## src/rtl/rv32i_fetch_ctrl_if.sv

```systemverilog
// Signal bundle between the fetch controller and its neighbours:
// ProgramCounter controls, instruction-memory port, redirect input,
// decode-side handshake and trap reporting.
interface rv32i_fetch_ctrl_if;
  logic [31:0] pc_out;
  logic [31:0] pc_in;
  logic        pc_ld;
  logic        imem_req;
  logic [31:0] imem_addr;
  logic        imem_ack;
  logic [31:0] imem_rdata;
  logic        redir_valid;
  logic [31:0] redir_target;
  logic        inst_valid;
  logic        inst_ready;
  logic [31:0] inst_data;
  logic [31:0] inst_pc;
  logic        trap_pulse;
  logic [31:0] trap_addr;

  // The fetch controller side
  modport master (
    input  pc_out, imem_ack, imem_rdata, redir_valid, redir_target, inst_ready,
    output pc_in, pc_ld, imem_req, imem_addr, inst_valid, inst_data, inst_pc,
    trap_pulse, trap_addr
  );

  // The environment side (PC, memory, execute, decode)
  modport slave (
    output pc_out, imem_ack, imem_rdata, redir_valid, redir_target, inst_ready,
    input  pc_in, pc_ld, imem_req, imem_addr, inst_valid, inst_data, inst_pc,
    trap_pulse, trap_addr
  );
endinterface

```

## src/rtl/rv32i_fetch_ctrl.sv

```systemverilog
// Fetch sequencer: steers the ProgramCounter (hold / +4 / load), issues
// instruction fetches at the current PC, buffers one instruction for decode
// and applies execute redirects, trapping misaligned targets.
module rv32i_fetch_ctrl #(
  parameter logic [31:0] RESET_VECTOR = 32'h00000000,
  parameter logic [31:0] TRAP_VECTOR  = 32'h00000100
) (
  input logic              clk,
  input logic              reset,
  rv32i_fetch_ctrl_if.master bus
);

  localparam logic [0:0] BOOT  = 1'b0;
  localparam logic [0:0] FETCH = 1'b1;

  logic [0:0]  state_reg;
  logic        inst_valid_reg;
  logic [31:0] inst_data_reg;
  logic [31:0] inst_pc_reg;
  logic        trap_pulse_reg;
  logic [31:0] trap_addr_reg;

  logic in_fetch;
  logic can_accept;
  logic redir_take;
  logic redir_misaligned;
  logic capture;

  assign in_fetch         = (state_reg == FETCH);
  // Buffer takes a new word when empty or when decode drains it this cycle
  assign can_accept       = !inst_valid_reg || bus.inst_ready;
  assign redir_take       = in_fetch && bus.redir_valid;
  assign redir_misaligned = (bus.redir_target[1:0] != 2'b00);
  // A redirect discards any same-cycle fetch completion
  assign capture          = in_fetch && !bus.redir_valid && bus.imem_ack && can_accept;

  assign bus.imem_req   = in_fetch;
  assign bus.imem_addr  = bus.pc_out;
  assign bus.inst_valid = inst_valid_reg;
  assign bus.inst_data  = inst_data_reg;
  assign bus.inst_pc    = inst_pc_reg;
  assign bus.trap_pulse = trap_pulse_reg;
  assign bus.trap_addr  = trap_addr_reg;

  // PC control: the PC self-increments when ld=0, so every non-advancing
  // cycle reloads the current value to hold it
  always_comb begin
    bus.pc_ld = 1'b0;
    bus.pc_in = 32'h0;
    if (!reset) begin
      bus.pc_ld = 1'b0;
      bus.pc_in = 32'h0;
    end else if (!in_fetch) begin
      bus.pc_ld = 1'b1;
      bus.pc_in = RESET_VECTOR;
    end else if (bus.redir_valid) begin
      bus.pc_ld = 1'b1;
      bus.pc_in = redir_misaligned ? TRAP_VECTOR : bus.redir_target;
    end else if (capture) begin
      bus.pc_ld = 1'b0;
      bus.pc_in = bus.pc_out;
    end else begin
      bus.pc_ld = 1'b1;
      bus.pc_in = bus.pc_out;
    end
  end

  // State: BOOT for exactly one cycle after reset, then FETCH forever
  always_ff @(posedge clk or negedge reset) begin
    if (!reset) begin
      state_reg <= BOOT;
    end else begin
      state_reg <= FETCH;
    end
  end

  // Instruction buffer: flush on redirect, fill on accepted fetch, else drain
  always_ff @(posedge clk or negedge reset) begin
    if (!reset) begin
      inst_valid_reg <= 1'b0;
      inst_data_reg  <= 32'h0;
      inst_pc_reg    <= 32'h0;
    end else if (redir_take) begin
      inst_valid_reg <= 1'b0;
    end else if (capture) begin
      inst_valid_reg <= 1'b1;
      inst_data_reg  <= bus.imem_rdata;
      inst_pc_reg    <= bus.pc_out;
    end else if (inst_valid_reg && bus.inst_ready) begin
      inst_valid_reg <= 1'b0;
    end
  end

  // Trap reporting: one-cycle pulse and sticky offending address
  always_ff @(posedge clk or negedge reset) begin
    if (!reset) begin
      trap_pulse_reg <= 1'b0;
      trap_addr_reg  <= 32'h0;
    end else begin
      trap_pulse_reg <= redir_take && redir_misaligned;
      if (redir_take && redir_misaligned) begin
        trap_addr_reg <= bus.redir_target;
      end
    end
  end

endmodule

```

## src/flat_wrapper.sv

```systemverilog
// flat-port wrapper written by rule: the top's interface ports become plain ports
module rv32i_fetch_ctrl_flat 
#(
  parameter logic [31:0] RESET_VECTOR = 32'h00000000,
  parameter logic [31:0] TRAP_VECTOR  = 32'h00000100
)
  (clk, reset, bus_pc_out, bus_imem_ack, bus_imem_rdata, bus_redir_valid, bus_redir_target, bus_inst_ready, bus_pc_in, bus_pc_ld, bus_imem_req, bus_imem_addr, bus_inst_valid, bus_inst_data, bus_inst_pc, bus_trap_pulse, bus_trap_addr);
  rv32i_fetch_ctrl_if bus_i ();
  input logic clk;
  input logic reset;
  input wire logic [$bits(bus_i.pc_out)-1:0] bus_pc_out;
  input wire logic [$bits(bus_i.imem_ack)-1:0] bus_imem_ack;
  input wire logic [$bits(bus_i.imem_rdata)-1:0] bus_imem_rdata;
  input wire logic [$bits(bus_i.redir_valid)-1:0] bus_redir_valid;
  input wire logic [$bits(bus_i.redir_target)-1:0] bus_redir_target;
  input wire logic [$bits(bus_i.inst_ready)-1:0] bus_inst_ready;
  output wire logic [$bits(bus_i.pc_in)-1:0] bus_pc_in;
  output wire logic [$bits(bus_i.pc_ld)-1:0] bus_pc_ld;
  output wire logic [$bits(bus_i.imem_req)-1:0] bus_imem_req;
  output wire logic [$bits(bus_i.imem_addr)-1:0] bus_imem_addr;
  output wire logic [$bits(bus_i.inst_valid)-1:0] bus_inst_valid;
  output wire logic [$bits(bus_i.inst_data)-1:0] bus_inst_data;
  output wire logic [$bits(bus_i.inst_pc)-1:0] bus_inst_pc;
  output wire logic [$bits(bus_i.trap_pulse)-1:0] bus_trap_pulse;
  output wire logic [$bits(bus_i.trap_addr)-1:0] bus_trap_addr;
  assign bus_i.pc_out = bus_pc_out;
  assign bus_i.imem_ack = bus_imem_ack;
  assign bus_i.imem_rdata = bus_imem_rdata;
  assign bus_i.redir_valid = bus_redir_valid;
  assign bus_i.redir_target = bus_redir_target;
  assign bus_i.inst_ready = bus_inst_ready;
  assign bus_pc_in = bus_i.pc_in;
  assign bus_pc_ld = bus_i.pc_ld;
  assign bus_imem_req = bus_i.imem_req;
  assign bus_imem_addr = bus_i.imem_addr;
  assign bus_inst_valid = bus_i.inst_valid;
  assign bus_inst_data = bus_i.inst_data;
  assign bus_inst_pc = bus_i.inst_pc;
  assign bus_trap_pulse = bus_i.trap_pulse;
  assign bus_trap_addr = bus_i.trap_addr;
  rv32i_fetch_ctrl #(.RESET_VECTOR(RESET_VECTOR), .TRAP_VECTOR(TRAP_VECTOR)) u_core (.clk(clk), .reset(reset), .bus(bus_i));
endmodule
```

## config.mk

```make
export PLATFORM = sky130hd
export DESIGN_NAME = rv32i_fetch_ctrl_flat
export DESIGN_NICKNAME = d
export VERILOG_FILES = /design/src/rtl/rv32i_fetch_ctrl_if.sv /design/src/rtl/rv32i_fetch_ctrl.sv /design/src/flat_wrapper.sv
export SDC_FILE = /design/constraint.sdc
export NUM_CORES = 1
export LEC_CHECK = 0
export CAP_MARGIN = 20
export CELL_PAD_IN_SITES_DETAIL_PLACEMENT = 1
export CELL_PAD_IN_SITES_GLOBAL_PLACEMENT = 2
export CORE_UTILIZATION = 22
export DETAILED_ROUTE_END_ITERATION = 10
export PLACE_DENSITY_LB_ADDON = 0.1
export SYNTH_ARGS = -nofsm -noshare
export SYNTH_HDL_FRONTEND = slang
export SYNTH_SLANG_ARGS = --single-unit
```

## constraint.sdc

```tcl
create_clock -name clk -period 1.6 [get_ports clk]
set_input_delay 0.24 -clock clk [delete_from_list [all_inputs] [get_ports clk]]
set_output_delay 0.24 -clock clk [all_outputs]
set_load 0.02 [all_outputs]
```

After elaboration in Yosys (flattened, before gate mapping)
Cells that the tools add are included.
{"block": "op_classes", "n_addsub": 0, "mul": 0, "n_div": 0, "order_cmp": 0, "n_eq_ne": 0, "n_shift": 0, "muxes": 11, "bitwise_logic": 1, "reduce_logical": 12}
{"cell": "$mux 32", "n": 4}
{"cell": "$mux 1", "n": 7}
{"cell": "$logic_and 1x1->1", "n": 6}
{"cell": "$reduce_bool 3->1", "n": 1}
{"cell": "$logic_not 1->1", "n": 2}
{"cell": "$reduce_and 2->1", "n": 1}
{"cell": "$reduce_bool 2->1", "n": 1}
{"cell": "$logic_or 1x1->1", "n": 1}
{"cell": "$not 1->1", "n": 1}
{"block": "totals", "ff_bits": 99, "latchBits": 0, "mem_bits_rw": 0, "romBits": 0, "wordCells": 30, "memories": 0}

Depth between registers and ports, before layout
Gate-level depths: netlist of the first run.
{"block": "logic_depth", "depth_word": 8, "depth_mapped": 5, "depth_no_buf": 3}

Least setup slack after synthesis of the first run
Ideal clock, no wire load.
{"block": "synth_path", "kind": "reg-to-output", "from": "register u_core.state_reg, in the netlist u_core.bus.imem_req", "to": "output bus_pc_in[21]", "t_arrival_ns": 1.465, "required_time_ns": 1.360, "path_slack_ns": -0.105, "path_stages_with_launch": 6, "path_buffers": 2, "path_cell_list": "dfrtp_1 -> nand2_1 -> nor4b_2 -> buf_4 -> buf_4 -> a22o_1"}
{"block": "synth_between", "elab_chain_cells": 2}
{"element": "start, declared", "line": "rv32i_fetch_ctrl.sv:16", "rtl": "logic [0:0] state_reg;"}
{"element": "start signal, assigned", "line": "rv32i_fetch_ctrl.sv:71", "rtl": "state_reg <= BOOT;"}
{"element": "start signal, assigned", "line": "rv32i_fetch_ctrl.sv:73", "rtl": "state_reg <= FETCH;"}
{"element": "$mux 32", "line": "rv32i_fetch_ctrl.sv:53", "rtl": "end else if (!in_fetch) begin"}
{"element": "$mux 32", "line": "rv32i_fetch_ctrl.sv:50", "rtl": "if (!reset) begin"}
{"element": "end, declared", "line": "flat_wrapper.sv:17", "rtl": "output wire logic [$bits(bus_i.pc_in)-1:0] bus_pc_in;"}
No other way between the ends.

Worst setup path in the final report of the first run
{"block": "layout_path", "from": "register u_core.state_reg, in the netlist u_core.bus.imem_req", "to": "output bus_pc_in[23]"}
The elaborated chain is that of the path after synthesis.

==> qor.csv, run 1 <==
stage;metric;value;unit
final_layout;area_delta_synth_final;105.9;%
final_layout;antenna_cells;0;
clocking;clock_sinks;99;
clocking;htreeDepth;3;
global_route;track_usage;17.10;%
critical_path;reg2reg_from;u_core.bus.imem_req;
worst_hold_path;hp-class;input port to asynchronous set/reset pin;
power;finalPower;8.839;mW
detailed_routing;wire_per_inst;19.50;µm
clocking;cts_tree;yes;
critical_path;rrSetupSlack;-70;ps
synth;synth.most_common_cell;dfrtp_1;
floorplanning;initial_core_util;22.67;%
clocking;clock-root-buffer;clkbuf_16;
place;placed_area;0.007465;mm²
synth;yosys-top-cells-count;dfrtp_1, mux2_1, mux2_2, buf_4, a22o_1;
timing;tightest_slew;817.3;ps
power;worst_ir_drop_vdd;0.5830;mV
global_route;antenna_found_initial;0;
final_layout;final_cell_area;0.008820;mm²
final_layout;multiInputGateArea;0.001790;mm²
timing;maxSlewHeadroom;45.52;%
global_route;grt_pass1_wl;25320;µm
synth;syn_nets;394;
timing;finalHoldViolCount;0;
clocking;numCtsBuffers;9;
synth;yosysWarnings;0;
final_layout;drive_above_1_share;38.84;%
clocking;clockBufferDepth;2;
run;max-cap-violations;0;
final_layout;fillCellCount;1939;
synth;ys_types;23;
clocking;path_clk_slew;70;ps
synth;synth.avg_cell_area;14.62;µm²
timing;max_freq;0.5072;GHz
synth;netlist_area;0.004283;mm²
synth;synth_seq_area_share;57.84;%
floorplanning;num_rows;50;
final_layout;post-route-util;46.68;%
detailed_routing;viasPerCell;4.170;
synth;syn_inst;293;
critical_path;cp-start-kind;flip-flop;
timing;whs;105.4;ps
timing;layout_min_cycle_time;1971;ps
outcome;violations;negative setup slack;
detailed_routing;drt_wl_total;17220;µm
floorplanning;fp.coreArea;0.01889;mm²
timing;drv_slew;0;
global_route;grt_start_max_net_pins;62;
outcome;status;finished with violations;
global_route;grt_overflow;0;
synth;synth_ff_type;dfrtp_1;
place;dpl.hpwl;11340;µm
final_layout;layout.nets;719;
synth;synth.area.top_cells;dfrtp_1, mux2_1, mux2_2;
floorplanning;ios;265;
detailed_routing;drc;0;
floorplanning;dieArea;0.02003;mm²
critical_path;worstSetupEndpointType;output pin;
global_route;grt_pass1_vias;4110;
place;routabilityCongestion;0.7117;
timing;layout_worst_path_cycle_share;123.2;%
critical_path;cp.arrival;1730;ps
detailed_routing;drt_iter0_markers;77;
clocking;holdBufCountCts;0;
power;power_density;1002;mW/mm²
timing;setup_viol;126;
synth;yosys.area.top_type;dfrtp_1;
floorplanning;chipWidth;141.5;µm
timing;setup_tns;-13590;ps
synth;synth-async-reset-ratio;100.0;%
timing;grt_setup_unrepaired;true;
timing;setup_slack;-371.4;ps
synth;yosys.area.top_type_share;57.84;%
final_layout;seqCellArea;0.002479;mm²
detailed_routing;vias;3682;
floorplanning;die_h;141.5;µm
synth;ys_ff_latch;99;
place;portBuffers;264;
critical_path;reg2regPathDepth;7;
power;p_leak;4.371;nW
clocking;worstSkewPairLatency;350;ps
critical_path;cp_max_fo;3;
critical_path;timing.rr.end;u_core.bus.inst_data[3];
critical_path;cp_data_required_time;1360;ps
detailed_routing;firstDrtPassIters;4;
critical_path;critical_path_class;flip-flop to output pin;
timing;fin_skew;9.364;ps
synth;synth_edf_count;0;
detailed_routing;ant_nets;0;
critical path, stage by stage, from the launching register on:
cell and delay, ps:
dfrtp_2 370, nand2_2 80, nor4b_4 230, buf_6 160, buf_12 120, buf_4 140, a22o_1 150, buf_6 120
through the flow:
| stage | worst slack, ps | cells |
|---|---|---|
| after detailed placement | -806.0 | 834 |
| after global placement | -741.7 | 834 |
| after floorplan | -7.530 | 293 |
| final | -371.4 | 883 |
| after global routing | -439.4 | 883 |
| after CTS | -384.2 | 879 |
layout by cell type, fill, tap and decap left out, drive strengths merged, types with 2 or more instances in the layout:
master and n:
nand2 6, dlymetal6s2s 40, clkdlybuf4s50 147, a22o 29, mux2 94, nor2 2
clkinv 5, dfrtp 99, buf 131, dlygate4sd2 42, clkbuf 13, nand3 2
and2 2
layout make-up:
type / instances / share of cell area, %
Clock buffer: 10 / 2.596
Clock inverter: 6 / 0.7519
Inverter: 1 / 0.04256
Multi-Input combinational cell: 144 / 20.30
Sequential cell: 99 / 28.10
Tap cell: 260 / 3.688
Timing Repair Buffer: 363 / 44.52
power by group:
part / switching (mW) / internal [mW]
logic: 1.48 / 1.90
registers: 0.260 / 2.99
clock network: 0.989 / 1.22
total: 2.73 / 6.11
how the worst max path moves through the flow:
stage / from / to
6_report: u_core.bus.imem_req / bus_pc_in[23]
3_3_place_gp: bus_redir_target[1] / bus_pc_in[31]
4_1_cts: u_core.bus.imem_req / bus_pc_in[3]
5_1_grt: u_core.bus.imem_req / bus_pc_in[3]
2_1_floorplan: u_core.bus.imem_req / bus_pc_in[21]
3_5_place_dp: bus_redir_target[1] / bus_pc_in[17]
cells by family after synthesis:
family / after synthesis / share of synthesized area [%]
other: 1 / 0.08756
multiplexers: 94 / 24.72
AND/OR/NAND/NOR: 17 / 2.279
flip-flops: 99 / 57.84
AO/OA/AOI/OAI: 32 / 6.456
buffers and inverters: 50 / 8.618
per-layer routing:
| layer | share of wire (%) | GRT usage (%) |
|---|---|---|
| met3 | 5.9 | 4.691 |
| met4 | 0.96 | 3.905 |
| met5 | 0 | 0 |
| met1 | 41 | 19.95 |
| met2 | 53 | 30.98 |
repair_timing:
| action | 4_1_cts | 5_1_grt |
|---|---|---|
| gates cloned | 9 | 3 |
| pin swaps | 4 | 7 |
| setup buffers | 20 | 4 |
| resized for setup | 342 | 63 |
| endpoints found under the setup margin | 166 | 167 |
Power figures use the tool's default switching activity.
==> inputs of run 2 (changes only) <==
- CORE_MARGIN: not set -> 3
==> qor.csv, run 2 (synthesis results as in run 1) <==
stage;metric;value;unit;change
outcome;status;finished with violations;;unchanged
outcome;violations;negative setup slack;;unchanged
critical_path;reg2reg_from;u_core.bus.imem_req;;unchanged
place;placed_cells;828;;was 834
final_layout;post-route-util;45.70;%;was 46.68%
global_route;grt_overflow;0;;unchanged
critical_path;cp_data_required_time;1360;ps;about the same
critical_path;cp-start-kind;input port;;was flip-flop
final_layout;final_cell_mix;clkdlybuf4s50_1, dfrtp_1, mux2_4;;unchanged
critical_path;crit_top_cell;buf_6;;unchanged
power;internal_power;6.096;mW;was 6.111 mW
global_route;grt_pass1_wl;24670;µm;was 25320 µm
final_layout;drive_above_1_share;38.92;%;was 38.84%
timing;layout_min_cycle_time;1979;ps;was 1971 ps
critical_path;worstPathCellList;clkdlybuf4s50_1 > nor4b_4 > buf_6 > buf_12 > buf_16 > a22o_1 > buf_6;;was nand2_2 > nor4b_4 > buf_6 > buf_12 > buf_4 > a22o_1 > buf_6
critical_path;critical_path_class;input port to output pin;;was flip-flop to output pin
clocking;worstSkewPairLatency;340;ps;was 350 ps
global_route;grt_pass1_vias;4039;;was 4110
timing;maxSlewHeadroom;43.82;%;was 45.52%
critical_path;cp.arrival;1740;ps;was 1730 ps
final_layout;mostFrequentLayoutCell;clkdlybuf4s50_1;;unchanged
place;placed_area;0.007432;mm²;was 0.007465 mm²
critical_path;crit_path_top_delay_cell;clkdlybuf4s50_1;;was dfrtp_2
detailed_routing;viasPerCell;4.160;;was 4.170
power;worst_ir_drop_vdd;0.5652;mV;was 0.5830 mV
final_layout;fin_cells;869;;was 883
clocking;cts_tree;yes;;unchanged
detailed_routing;wire_per_inst;19.95;µm;was 19.50 µm
global_route;track_usage;15.07;%;was 17.10%
clocking;holdBufCountCts;0;;unchanged
floorplanning;fp.coreArea;0.01889;mm²;unchanged
power;p_seq_share;36.8;%;about the same
clocking;htreeDepth;3;;unchanged
global_route;antenna_found_initial;0;;unchanged
timing;setup_viol;102;;was 126
timing;drv_slew;0;;unchanged
clocking;path_clk_slew;70;ps;about the same
timing;setup_tns;-17490;ps;was -13590 ps
timing;layout_worst_path_cycle_share;123.7;%;was 123.2%
clocking;clockBufferDepth;2;;unchanged
power;clkPwrFrac;25.2;%;was 25.0%
place;portBuffers;264;;unchanged
timing;tightest_slew;842.8;ps;was 817.3 ps
detailed_routing;drt_wl_total;17330;µm;was 17220 µm
timing;setup_slack;-379.3;ps;was -371.4 ps
critical_path;cp_max_fo;7;;was 3
global_route;grt_start_max_net_pins;64;;was 62
critical_path;critPathMaxStageDelay;560;ps;was 370 ps
worst_hold_path;hp-class;input port to asynchronous set/reset pin;;unchanged
run;max-cap-violations;0;;unchanged
final_layout;layout.nets;705;;was 719
detailed_routing;vias;3615;;was 3682
power;p_sw_share;30.92;%;was 30.86%
clocking;clock-root-buffer;clkbuf_16;;unchanged
timing;finalHoldViolCount;0;;unchanged
floorplanning;die_h;145.5;µm;was 141.5 µm
final_layout;antenna_cells;0;;unchanged
timing;max_freq;0.5052;GHz;was 0.5072 GHz
floorplanning;num_rows;50;;unchanged
floorplanning;chipWidth;145.5;µm;was 141.5 µm
final_layout;area_delta_synth_final;101.6;%;was 105.9%
floorplanning;ios;265;;unchanged
detailed_routing;ant_nets;0;;unchanged
floorplanning;initial_core_util;22.67;%;unchanged
place;routabilityCongestion;0.7285;;was 0.7117
place;dpl.hpwl;11350;µm;was 11340 µm
critical_path;rrSetupSlack;-170;ps;was -70 ps
power;power_density;1022;mW/mm²;was 1002 mW/mm²
power;p_leak;4.358;nW;was 4.371 nW
timing;grt_setup_unrepaired;true;;unchanged
place;pre_cts_ws;-736.0;ps;was -806.0 ps
critical_path;crit_start;bus_redir_valid;;was u_core.bus.imem_req
clocking;clock_sinks;99;;unchanged
detailed_routing;drc;0;;unchanged
detailed_routing;drt_iter0_markers;106;;was 77
power;power_switching;2.729;mW;was 2.727 mW
critical_path;worstSetupEndpointType;output pin;;unchanged
detailed_routing;firstDrtPassIters;4;;unchanged
timing;fin_skew;6.113;ps;was 9.364 ps
clocking;numCtsBuffers;9;;unchanged
power;combPwrFrac;38.0;%;was 38.2%
final_layout;final_cell_area;0.008633;mm²;was 0.008820 mm²
floorplanning;dieArea;0.02118;mm²;was 0.02003 mm²
==> run 2: cell types whose count changed in the layout (fill, tap and decap cells not counted), sizes merged <==
cell	change
clkbuf	+1
clkinv	-4
buf	-17
dlygate4sd2	-4
clkdlybuf4s50	-7
dlymetal6s2s	+12
inv	+2
clkinvlp	+3
==> run 2: final timing paths <==
check                                            to  cells after the start
min in group clk            u_core.bus.trap_addr[1]                      4
hold / removal             u_core.bus.inst_data[31]                      3
hold reg to reg             u_core.bus.trap_addr[0]                      2
setup / recovery                      bus_pc_in[14]                      7
setup reg to reg              u_core.bus.inst_pc[6]                      8
max in group asynchronous    u_core.bus.inst_pc[31]                      4
==> run 2: layout make-up <==
| type | instances | area [µm²] |
|---|---|---|
| Clock buffer | 9 | 225.2 |
| Clock inverter | 7 | 75.07 |
| Fill cell | 1956 | 10260 |
| Inverter | 1 | 3.754 |
| Multi-Input combinational cell | 144 | 1807 |
| Sequential cell | 99 | 2479 |
| Tap cell | 260 | 325.3 |
| Timing Repair Buffer | 349 | 3719 |
==> run 2: power by group through the flow <==
stage	clock, mW	sequential, mW	combinational [mW]
floorplan	0	3.89	0.642
global placement	0	3.25	3.01
detailed placement	0	3.28	3.03
CTS	2.33	3.23	3.04
global route	2.43	3.32	3.51
finish	2.23	3.25	3.35
==> run 2: metal layers <==
layer	up-vias	GRT usage [%]	wire [µm]
met2	122	27.37	9056
met3	12	3.644	937
met5	-	0	0
li1	1635	-	-
met1	1846	17.64	7135
met4	0	4.416	203
==> run 2: worst max-delay path: cells and delay by family <==
family                 cells  cell delay, ps
buffers and inverters      5            1100
AND/OR/NAND/NOR            1             240
AO/OA/AOI/OAI              1             150
==> run 2: metrics by stage <==
step | power [mW] | hold slack, ps
after detailed placement | 6.308 | 468.0
after global placement | 6.259 | 460.7
after CTS | 8.607 | 101.0
after floorplan | 4.530 | -55.59
after global routing | 9.267 | 133.0
final | 8.825 | 98.61
==> run 2: what timing repair did <==
action | in CTS | in global routing
endpoints found under the setup margin | 135 | 160
buffers inserted | 14 | 10
pin swaps | 9 | 19
resized for setup | 246 | 168
gates cloned | 5 | 6
